[src/rtl/rtc_bus_pkg.sv]
// Shared definitions for the RTC multiplexed-bus sequencer and the clock/date/timer
// control FSMs that issue commands to it.
//   - DATA_W         : default bus/data width
//   - T_*_DEF        : default phase timing (cycles)
//   - TIMER_W        : width of the phase down-counter (timing parameters must fit)
//   - seq_state_t    : sequencer state encoding, ST_* constants
package rtc_bus_pkg;

  localparam int unsigned DATA_W       = 8;
  localparam int unsigned T_SETUP_DEF  = 1;
  localparam int unsigned T_STROBE_DEF = 2;
  localparam int unsigned T_HOLD_DEF   = 1;
  localparam int unsigned T_GAP_DEF    = 1;
  localparam int unsigned TIMER_W      = 8;

  typedef logic [3:0] seq_state_t;

  localparam seq_state_t ST_IDLE     = 4'd0;
  localparam seq_state_t ST_A_SETUP  = 4'd1;
  localparam seq_state_t ST_A_STROBE = 4'd2;
  localparam seq_state_t ST_A_HOLD   = 4'd3;
  localparam seq_state_t ST_A_GAP    = 4'd4;
  localparam seq_state_t ST_W_WAIT   = 4'd5;
  localparam seq_state_t ST_D_SETUP  = 4'd6;
  localparam seq_state_t ST_D_STROBE = 4'd7;
  localparam seq_state_t ST_D_HOLD   = 4'd8;
  localparam seq_state_t ST_D_GAP    = 4'd9;
  localparam seq_state_t ST_FIN      = 4'd10;

  function automatic logic is_addr_state(seq_state_t s);
    return (s == ST_A_SETUP) || (s == ST_A_STROBE) || (s == ST_A_HOLD) || (s == ST_A_GAP);
  endfunction

  function automatic logic is_data_state(seq_state_t s);
    return (s == ST_D_SETUP) || (s == ST_D_STROBE) || (s == ST_D_HOLD) || (s == ST_D_GAP);
  endfunction

  // States during which cs_n is driven low (GAP states release the chip select).
  function automatic logic is_select_state(seq_state_t s);
    return (s == ST_A_SETUP) || (s == ST_A_STROBE) || (s == ST_A_HOLD) ||
           (s == ST_D_SETUP) || (s == ST_D_STROBE) || (s == ST_D_HOLD);
  endfunction

endpackage

[src/rtl/rtc_phase_timer.sv]
// Loadable down-counter timing one bus phase.
//   clk, reset : clock, asynchronous active-low reset
//   load       : load load_val this cycle (takes priority over counting)
//   load_val   : phase length minus one
//   tc         : terminal count, high on the last cycle of the phase
module rtc_phase_timer #(
  parameter int unsigned WIDTH = 8
) (
  input  logic             clk,
  input  logic             reset,
  input  logic             load,
  input  logic [WIDTH-1:0] load_val,
  output logic             tc
);

  logic [WIDTH-1:0] count_q;

  always_ff @(posedge clk or negedge reset) begin
    if (!reset) begin
      count_q <= '0;
    end else if (load) begin
      count_q <= load_val;
    end else if (count_q != '0) begin
      count_q <= count_q - 1'b1;
    end
  end

  assign tc = (count_q == '0);

endmodule

[src/rtl/rtc_bus_seq.sv]
// Burst bus-transaction sequencer for the external RTC multiplexed address/data bus.
// Each beat is an address phase (a_d=0) followed by a data phase (a_d=1); each phase is
// SETUP/STROBE/HOLD/GAP with parameterised widths. Write bursts wait for write data
// (W_WAIT) before each data phase.
//   command  : req_valid/req_ready, req_wr, req_inc, req_addr, req_len
//   wdata    : wdata/wdata_valid/wdata_ready write-data handshake
//   rdata    : rdata with one-cycle rdata_valid per read beat
//   status   : busy (accept..done), done (one-cycle pulse at FIN)
//   RTC pins : a_d, cs_n, rd_n, wr_n, ad_out, ad_oe, ad_in
// All outputs are registered copies of the next-state decode, so they line up with the
// state the FSM is in.
module rtc_bus_seq #(
  parameter int unsigned DATA_W    = rtc_bus_pkg::DATA_W,
  parameter int unsigned MAX_BURST = 16,
  parameter int unsigned T_SETUP   = rtc_bus_pkg::T_SETUP_DEF,
  parameter int unsigned T_STROBE  = rtc_bus_pkg::T_STROBE_DEF,
  parameter int unsigned T_HOLD    = rtc_bus_pkg::T_HOLD_DEF,
  parameter int unsigned T_GAP     = rtc_bus_pkg::T_GAP_DEF,
  localparam int unsigned LEN_W    = $clog2(MAX_BURST + 1)
) (
  input  logic              clk,
  input  logic              reset,
  input  logic              req_valid,
  output logic              req_ready,
  input  logic              req_wr,
  input  logic              req_inc,
  input  logic [DATA_W-1:0] req_addr,
  input  logic [LEN_W-1:0]  req_len,
  input  logic [DATA_W-1:0] wdata,
  input  logic              wdata_valid,
  output logic              wdata_ready,
  output logic [DATA_W-1:0] rdata,
  output logic              rdata_valid,
  output logic              done,
  output logic              busy,
  output logic              a_d,
  output logic              cs_n,
  output logic              rd_n,
  output logic              wr_n,
  output logic [DATA_W-1:0] ad_out,
  output logic              ad_oe,
  input  logic [DATA_W-1:0] ad_in
);

  import rtc_bus_pkg::*;

  localparam int unsigned TW = rtc_bus_pkg::TIMER_W;

  seq_state_t        state_q, state_d;
  logic              wr_q, wr_d;
  logic              inc_q, inc_d;
  logic [DATA_W-1:0] addr_q, addr_d;
  logic [DATA_W-1:0] data_q, data_d;
  logic [LEN_W-1:0]  rem_q, rem_d;

  logic              tmr_load;
  logic [TW-1:0]     tmr_val;
  logic              tmr_tc;

  // ---------------------------------------------------------------------------
  // Next-state logic
  // ---------------------------------------------------------------------------
  always_comb begin
    state_d = state_q;
    wr_d    = wr_q;
    inc_d   = inc_q;
    addr_d  = addr_q;
    data_d  = data_q;
    rem_d   = rem_q;
    case (state_q)
      ST_IDLE: begin
        if (req_valid) begin
          wr_d    = req_wr;
          inc_d   = req_inc;
          addr_d  = req_addr;
          rem_d   = (req_len > LEN_W'(MAX_BURST)) ? LEN_W'(MAX_BURST) : req_len;
          state_d = (req_len == '0) ? ST_FIN : ST_A_SETUP;
        end
      end
      ST_A_SETUP:  if (tmr_tc) state_d = ST_A_STROBE;
      ST_A_STROBE: if (tmr_tc) state_d = ST_A_HOLD;
      ST_A_HOLD:   if (tmr_tc) state_d = ST_A_GAP;
      ST_A_GAP:    if (tmr_tc) state_d = wr_q ? ST_W_WAIT : ST_D_SETUP;
      ST_W_WAIT: begin
        if (wdata_valid) begin
          data_d  = wdata;
          state_d = ST_D_SETUP;
        end
      end
      ST_D_SETUP:  if (tmr_tc) state_d = ST_D_STROBE;
      ST_D_STROBE: if (tmr_tc) state_d = ST_D_HOLD;
      ST_D_HOLD:   if (tmr_tc) state_d = ST_D_GAP;
      ST_D_GAP: begin
        if (tmr_tc) begin
          rem_d = rem_q - LEN_W'(1);
          if (rem_d == '0) begin
            state_d = ST_FIN;
          end else begin
            // Wraps modulo 2^DATA_W.
            addr_d  = addr_q + DATA_W'(inc_q);
            state_d = ST_A_SETUP;
          end
        end
      end
      ST_FIN:  state_d = ST_IDLE;
      default: state_d = ST_IDLE;
    endcase
  end

  // Reload the phase timer whenever a new state is entered; timed states never
  // transition to themselves, so a state change marks the start of a phase.
  always_comb begin
    tmr_load = (state_d != state_q);
    case (state_d)
      ST_A_SETUP, ST_D_SETUP:   tmr_val = TW'(T_SETUP - 1);
      ST_A_STROBE, ST_D_STROBE: tmr_val = TW'(T_STROBE - 1);
      ST_A_HOLD, ST_D_HOLD:     tmr_val = TW'(T_HOLD - 1);
      ST_A_GAP, ST_D_GAP:       tmr_val = TW'(T_GAP - 1);
      default:                  tmr_val = '0;
    endcase
  end

  rtc_phase_timer #(
    .WIDTH(TW)
  ) u_phase_timer (
    .clk     (clk),
    .reset   (reset),
    .load    (tmr_load),
    .load_val(tmr_val),
    .tc      (tmr_tc)
  );

  // ---------------------------------------------------------------------------
  // Output decode from the next state, registered below
  // ---------------------------------------------------------------------------
  logic              a_phase_d, d_phase_d;
  logic              cs_n_d, rd_n_d, wr_n_d, a_d_d, ad_oe_d;
  logic [DATA_W-1:0] ad_out_d;
  logic              busy_d, done_d, req_ready_d, wdata_ready_d;
  logic              sample_rd;

  always_comb begin
    a_phase_d     = is_addr_state(state_d);
    d_phase_d     = is_data_state(state_d);
    cs_n_d        = !is_select_state(state_d);
    wr_n_d        = !((state_d == ST_A_STROBE) || ((state_d == ST_D_STROBE) && wr_d));
    rd_n_d        = !((state_d == ST_D_STROBE) && !wr_d);
    a_d_d         = !a_phase_d;
    ad_oe_d       = a_phase_d || (d_phase_d && wr_d);
    ad_out_d      = a_phase_d ? addr_d : ((d_phase_d && wr_d) ? data_d : '0);
    busy_d        = (state_d != ST_IDLE) && (state_d != ST_FIN);
    done_d        = (state_d == ST_FIN);
    req_ready_d   = (state_d == ST_IDLE);
    wdata_ready_d = (state_d == ST_W_WAIT);
  end

  // Read data is captured on the last rd_n-low cycle.
  assign sample_rd = (state_q == ST_D_STROBE) && tmr_tc && !wr_q;

  always_ff @(posedge clk or negedge reset) begin
    if (!reset) begin
      state_q     <= ST_IDLE;
      wr_q        <= 1'b0;
      inc_q       <= 1'b0;
      addr_q      <= '0;
      data_q      <= '0;
      rem_q       <= '0;
      cs_n        <= 1'b1;
      rd_n        <= 1'b1;
      wr_n        <= 1'b1;
      a_d         <= 1'b1;
      ad_oe       <= 1'b0;
      ad_out      <= '0;
      rdata       <= '0;
      rdata_valid <= 1'b0;
      done        <= 1'b0;
      busy        <= 1'b0;
      req_ready   <= 1'b1;
      wdata_ready <= 1'b0;
    end else begin
      state_q     <= state_d;
      wr_q        <= wr_d;
      inc_q       <= inc_d;
      addr_q      <= addr_d;
      data_q      <= data_d;
      rem_q       <= rem_d;
      cs_n        <= cs_n_d;
      rd_n        <= rd_n_d;
      wr_n        <= wr_n_d;
      a_d         <= a_d_d;
      ad_oe       <= ad_oe_d;
      ad_out      <= ad_out_d;
      rdata_valid <= sample_rd;
      if (sample_rd) begin
        rdata <= ad_in;
      end
      done        <= done_d;
      busy        <= busy_d;
      req_ready   <= req_ready_d;
      wdata_ready <= wdata_ready_d;
    end
  end

endmodule

[config.mk]
export PLATFORM = sky130hd
export DESIGN_NAME = rtc_bus_seq
export DESIGN_NICKNAME = d
export VERILOG_FILES = /design/src/rtl/rtc_bus_pkg.sv /design/src/rtl/rtc_phase_timer.sv /design/src/rtl/rtc_bus_seq.sv
export SDC_FILE = /design/constraint.sdc
export NUM_CORES = 1
export LEC_CHECK = 0
export ABC_AREA = 1
export BUFFER_PORTS_ARGS = -buffer_cell sky130_fd_sc_hd__buf_2
export CORE_MARGIN = 2
export CORE_UTILIZATION = 55
export CTS_CLUSTER_DIAMETER = 100
export DETAILED_ROUTE_END_ITERATION = 10
export GPL_ROUTABILITY_DRIVEN = 0
export GPL_TIMING_DRIVEN = 0
export PLACE_DENSITY = 0.79
export REMOVE_ABC_BUFFERS = 1
export SLEW_MARGIN = 20
export SYNTH_ARGS = -nofsm -noshare
export SYNTH_HDL_FRONTEND = slang
export SYNTH_SLANG_ARGS = --single-unit
[constraint.sdc]
create_clock -name clk -period 3.5 [get_ports clk]
set_input_delay 0.175 -clock clk [delete_from_list [all_inputs] [get_ports clk]]
set_output_delay 0.175 -clock clk [all_outputs]
set_load 0.02 [all_outputs]
==> results of run 1 <==
tightest hold or removal path: cells and delay by family:
kind	cells	cell delay [ns]
buffers and inverters	1	0.07
AND/OR/NAND/NOR	2	0.08
final cells by class:
type                       instances  area (µm²)
tap                               75        93.8
sequential                        61        1530
clock buffer                      10         138
inverter                          61         234
timing repair buffer              61         313
clock inverter                     6        70.1
fill                             537        1960
multi-input combinational        297        1620
per-stage QoR:
step / setup slack [ns] / hold slack, ns / std cells / cell area (µm²)
after floorplan: 1.51 / -0.121 / 419 / 3380
after global placement: 1.23 / 0.367 / 554 / 3780
after detailed placement: 1.14 / 0.299 / 554 / 3780
after CTS: 1.10 / 0.00438 / 571 / 4000
after global routing: 0.881 / 0.0132 / 571 / 4000
final: 1.11 / 0.0147 / 571 / 4000
timing repair:
action                                 in CTS  in global routing
endpoints found under the hold margin      56                  0
hold buffers                                1                  0
setup buffers                               0                  0
metal layers:
layer,routed length (µm),up-vias,GRT usage [%]
met5,0,-,0
met4,154,0,10.9
met3,448,13,4.37
met2,3450,88,37.5
met1,3350,1393,31.2
li1,-,1479,-
cells in the final DEF, fill, tap and decap left out, types with 9 or more instances in the layout:
cell type,Yosys,final
nand2_1,121,121
buf_2,0,59
dfrtp_1,56,56
inv_1,48,48
nor2_1,35,35
nand3_1,30,30
o21ai_0,22,22
nand2_2,14,14
inv_2,10,10
clkbuf_8,0,10
xor2_1,9,9
final timing paths:
path,from,endpoint,slack [ns],cells past startpoint
min,ad_in[4],rdata[4],0.01,3
max in group asynchronous,reset,rdata[1],2.57,2
max,u_phase_timer.count_q[0],ad_out[1],1.11,15
min reg2reg,rdata[2],rdata[2],0.49,2
max reg2reg,u_phase_timer.count_q[0],ad_out[1],1.11,15
min in group asynchronous,reset,rem_q[0],0.44,2
flip-flops by register name (all words and copies together) (netlist names):
name	flops
a_d	1
rd_n	1
wr_q	1
inc_q	1
rem_q	5
busy	1
ad_out	8
u_phase_timer.count_q	8
req_ready	1
rdata	8
state_q	4
done	1
addr_q	8
wdata_ready	1
ad_oe	1
rdata_valid	1
data_q	8
wr_n	1
cs_n	1
kinds of logic (layout without fill, tap and decap cells):
kind of cell    count (synthesis)  after routing
simple gates                  229            229
compound gates                 45             45
mux                             8              8
fa+ha+maj                       6              6
buf+inv                        66            138
flops                          61             61
xor+xnor                        9              9
==> results.toml, run 1 <==
[setup_path]
worst_path_largest_cell_delay_ns = 0.39
cp_slowest_cell = "dfrtp_1"
required_ns = 3.73
end_kind = "register"
crit_chain = "inv_1, ha_1, nand3_2, nor2_4, o21ai_0, o21ai_1, nand2_2, nor2_4, nand2_4, nor2_4, inv_2, nand2_4, nand2_4, nand2_1, nand2_1"
crit_buf_inv = 2
worstSetupPathType = "register to register"
path_max_fanout = 12
cp.arrival_ns = 2.62
worstSetupStartpointType = "register"
critPathTopFamily = "simple AND/OR/NAND/NOR gates"

[sta]
timing.fmax_mhz = 419
period_needed_ns = 2.39
max-slew-margin-rel_pct = 50.3
final_max_slew_viol_count = 0
finalClockSkew_ns = 0.00907
finalCritPeriodShare_pct = 68.3
worst_pin_slew_ns = 0.745
fin_tns_setup_ns = 0
rsz0062_at_grt = "no"
setup-violations-final = 0
hold_viol = 0

[global_route]
grt_pass1_vias = 2940
antenna_found_initial = 0
grt_start_max_net_pins = 62
grt_usage_pct = 23.5
grt_pass1_wl_um = 13200
overflow = 0

[yosys]
synthTopCellsByArea = "dfrtp_1 41%, nand2_1 13%, inv_1 5.3%"
synthFlopType = "dfrtp_1"
synthXorXnorAreaFrac_pct = 2.30
synthAdderAreaFrac_pct = 2.19
synth_compound_area_share_pct = 8.33
ys_top_cells_by_count = "121 x nand2_1, 56 x dfrtp_1, 48 x inv_1"
syn_area_um2 = 3420
synthCells = 424
synthSimpleGateAreaFrac_pct = 31.7
synthMuxAreaShare_pct = 2.63
yosysTopAreaCell = "dfrtp_1"
yosysSeqAreaShare_pct = 44.8
synth_edf_count = 0
async_flop_share_pct = 100
synthDistinctLibCells = 35
synth-seq-cells = 61
ys_warn_count = 0
synth_top_family_by_area = "simple AND/OR/NAND/NOR gates"
yosysMostFrequentCell = "nand2_1"
yosysTopAreaCellShare_pct = 40.9
avgSynthCellArea_um2 = 8.07

[final_layout]
final_core_util_pct = 67.1
antenna_cells = 0
drive_gt1_share_pct = 28.2
area_growth_pct = 16.7
layout.nets = 532

[floorplan]
dieArea_um2 = 6870
die-width_um = 82.9
core.rowCount = 28
initial_core_util_pct = 57.5
io_pins = 61
coreArea_um2 = 5960
dieHeight_um = 82.9

[drt]
vias = 2973
dr.pass1.iters = 4
ant_nets = 0
via_per_inst = 5.21
finalWirelength_um = 7410
drt_iter0_markers = 228
drcViolationCount = 0
wl_per_cell_um = 13.0

[outcome]
status = "finished clean"

[cts]
numCtsBuffers = 9
cts_tree = "built"
clock_latency_ns = 0.34
cts.repair.resized = 0
clk_pin_slew_ns = 0.08
cts.sinks = 61
clockBufferDepth = 2
cts_htree_levels = 3
root_buffer = "clkbuf_8"

[worst_hold_path]
worstHoldPathType = "input port to register"

[placed_design]
hpwl_um = 5360
numPortBuffers = 60

[flow_run]
cap_violations = 0
Power of run 1 is not shown: default switching activity piles up to over one toggle a cycle in this logic, so the estimate is an artifact.
==> run 2, diff against run 1 <==
--- a/config.mk
+++ b/config.mk
@@ -8,12 +8,12 @@
 export ABC_AREA = 1
 export BUFFER_PORTS_ARGS = -buffer_cell sky130_fd_sc_hd__buf_2
 export CORE_MARGIN = 2
-export CORE_UTILIZATION = 55
+export CORE_UTILIZATION = 51
 export CTS_CLUSTER_DIAMETER = 100
 export DETAILED_ROUTE_END_ITERATION = 10
 export GPL_ROUTABILITY_DRIVEN = 0
 export GPL_TIMING_DRIVEN = 0
-export PLACE_DENSITY = 0.79
+export PLACE_DENSITY = 0.77
 export REMOVE_ABC_BUFFERS = 1
 export SLEW_MARGIN = 20
 export SYNTH_ARGS = -nofsm -noshare
==> constraint.sdc (replaced) <==
create_clock -name clk -period 2 [get_ports clk]
set_input_delay 0.1 -clock clk [delete_from_list [all_inputs] [get_ports clk]]
set_output_delay 0.1 -clock clk [all_outputs]
set_load 0.02 [all_outputs]
==> results.toml, run 2 (synthesis gave the netlist of run 1 again) <==
[floorplan]
coreArea_um2 = 6420
io_pins = 61
die-width_um = 85.9
dieHeight_um = 85.9
core.rowCount = 29
initial_core_util_pct = 53.3
dieArea_um2 = 7380

[final_layout]
final_cell_mix = "113 x nand2_1, 59 x buf_2, 53 x dfrtp_1"
antenna_cells = 0
layout.nets = 570
drive_gt1_share_pct = 37.3
final_common_cell = "nand2_1"
final_core_util_pct = 70.0
area_growth_pct = 31.4

[outcome]
status = "finished with violations"
violations = "setup timing"

[sta]
hold_viol = 0
setup-violations-final = 22
timing.fmax_mhz = 465
worst_pin_slew_ns = 0.758
rsz0062_at_grt = "yes"
setup_slack_ns = -0.150
finalCritPeriodShare_pct = 107
final_max_slew_viol_count = 0
max-slew-margin-rel_pct = 49.5
period_needed_ns = 2.15
finalClockSkew_ns = 0.00708

[drt]
drcViolationCount = 0
finalWirelength_um = 8650
wl_per_cell_um = 14.2
drt_iter0_markers = 248
dr.pass1.iters = 5
ant_nets = 0
vias = 3190
via_per_inst = 5.22

[global_route]
overflow = 0
grt_pass1_vias = 2994
grt_usage_pct = 23.3
grt_pass1_wl_um = 13600
antenna_found_initial = 0
grt_start_max_net_pins = 62

[setup_path]
required_ns = 2.22
path_max_fanout = 9
worstSetupStartpointType = "register"
end_kind = "register"
reg2reg_slack_ns = -0.15
worstSetupPathType = "register to register"
cp.arrival_ns = 2.37

[placed_design]
hpwl_um = 5430
numPortBuffers = 60

[cts]
numCtsBuffers = 9
root_buffer = "clkbuf_8"
clock_latency_ns = 0.33
cts.sinks = 61
cts_htree_levels = 3
clk_pin_slew_ns = 0.07
clockBufferDepth = 2
cts_tree = "built"

[flow_run]
cap_violations = 0

[worst_hold_path]
worstHoldPathType = "input port to register"
==> run 2: cell types whose count changed in the layout (fill, tap and decap cells not counted), moves of 6 or more <==
cell	before	now
buf_4	1	25
nand2_2	14	20
nor2_1	35	26
dlygate4sd3_1	1	13
nand2_1	121	113
nor2_2	5	12
inv_2	10	16
inv_1	48	40
==> run 2: what timing repair did <==
action,4_1_cts,5_1_grt
setup endpoints to repair,33,34
hold buffers,13,0
hold endpoints to repair,68,0
buffers inserted,19,6
gates resized for setup,21,33
cloned,0,1
pin swaps,10,10
==> run 2: path summary, 6_finish.rpt <==
| path | depth (start not counted) | start | endpoint |
|---|---|---|---|
| min reg2reg | 2 | rdata[6] | rdata[6] |
| max | 16 | u_phase_timer.count_q[1] | ad_out[7] |
| min in group asynchronous | 2 | reset | rem_q[0] |
| max reg2reg | 16 | u_phase_timer.count_q[1] | ad_out[7] |
| max in group asynchronous | 2 | reset | state_q[1] |
| min | 2 | wdata_valid | wdata_ready |
==> run 2: layer usage <==
layer	wire [µm]	GRT usage, %
met5	0	0
met2	4350	39.0
met1	3620	30.3
met3	494	5.10
met4	187	7.22
==> run 2: area by class of cell <==
type	count	area, µm²
sequential	61	1540
clock buffer	12	135
tap	77	96.3
fill	493	1920
clock inverter	4	72.6
multi-input combinational	298	1790
timing repair buffer	98	624
inverter	61	239
==> run 2: metrics by stage <==
stage	TNS, ns	area [µm²]	std cells	hold slack (ns)	setup slack, ns
6_report	-1.65	4500	611	0.0188	-0.150
5_1_grt	-4.28	4500	611	0.0182	-0.225
4_1_cts	-0.108	4350	604	0.000593	-0.0181
3_5_place_dp	-6.91	3780	556	0.223	-0.323
3_3_place_gp	-5.52	3780	556	0.293	-0.285
2_1_floorplan	0	3380	419	-0.196	0.00655
==> run 2: worst max-delay path: stages (launching register included) <==
cell	delay, ns
dfrtp_1	0.40
inv_2	0.09
ha_4	0.15
nand3_4	0.09
nor2_4	0.18
buf_6	0.12
nand2_2	0.05
a21oi_2	0.15
nand2_2	0.08
nand2_2	0.09
nand2_4	0.11
nor2_4	0.14
inv_2	0.07
nand2_4	0.08
nand2_8	0.08
nand2_1	0.09
nand2_1	0.05
Power of run 2 is left out for the same reason.
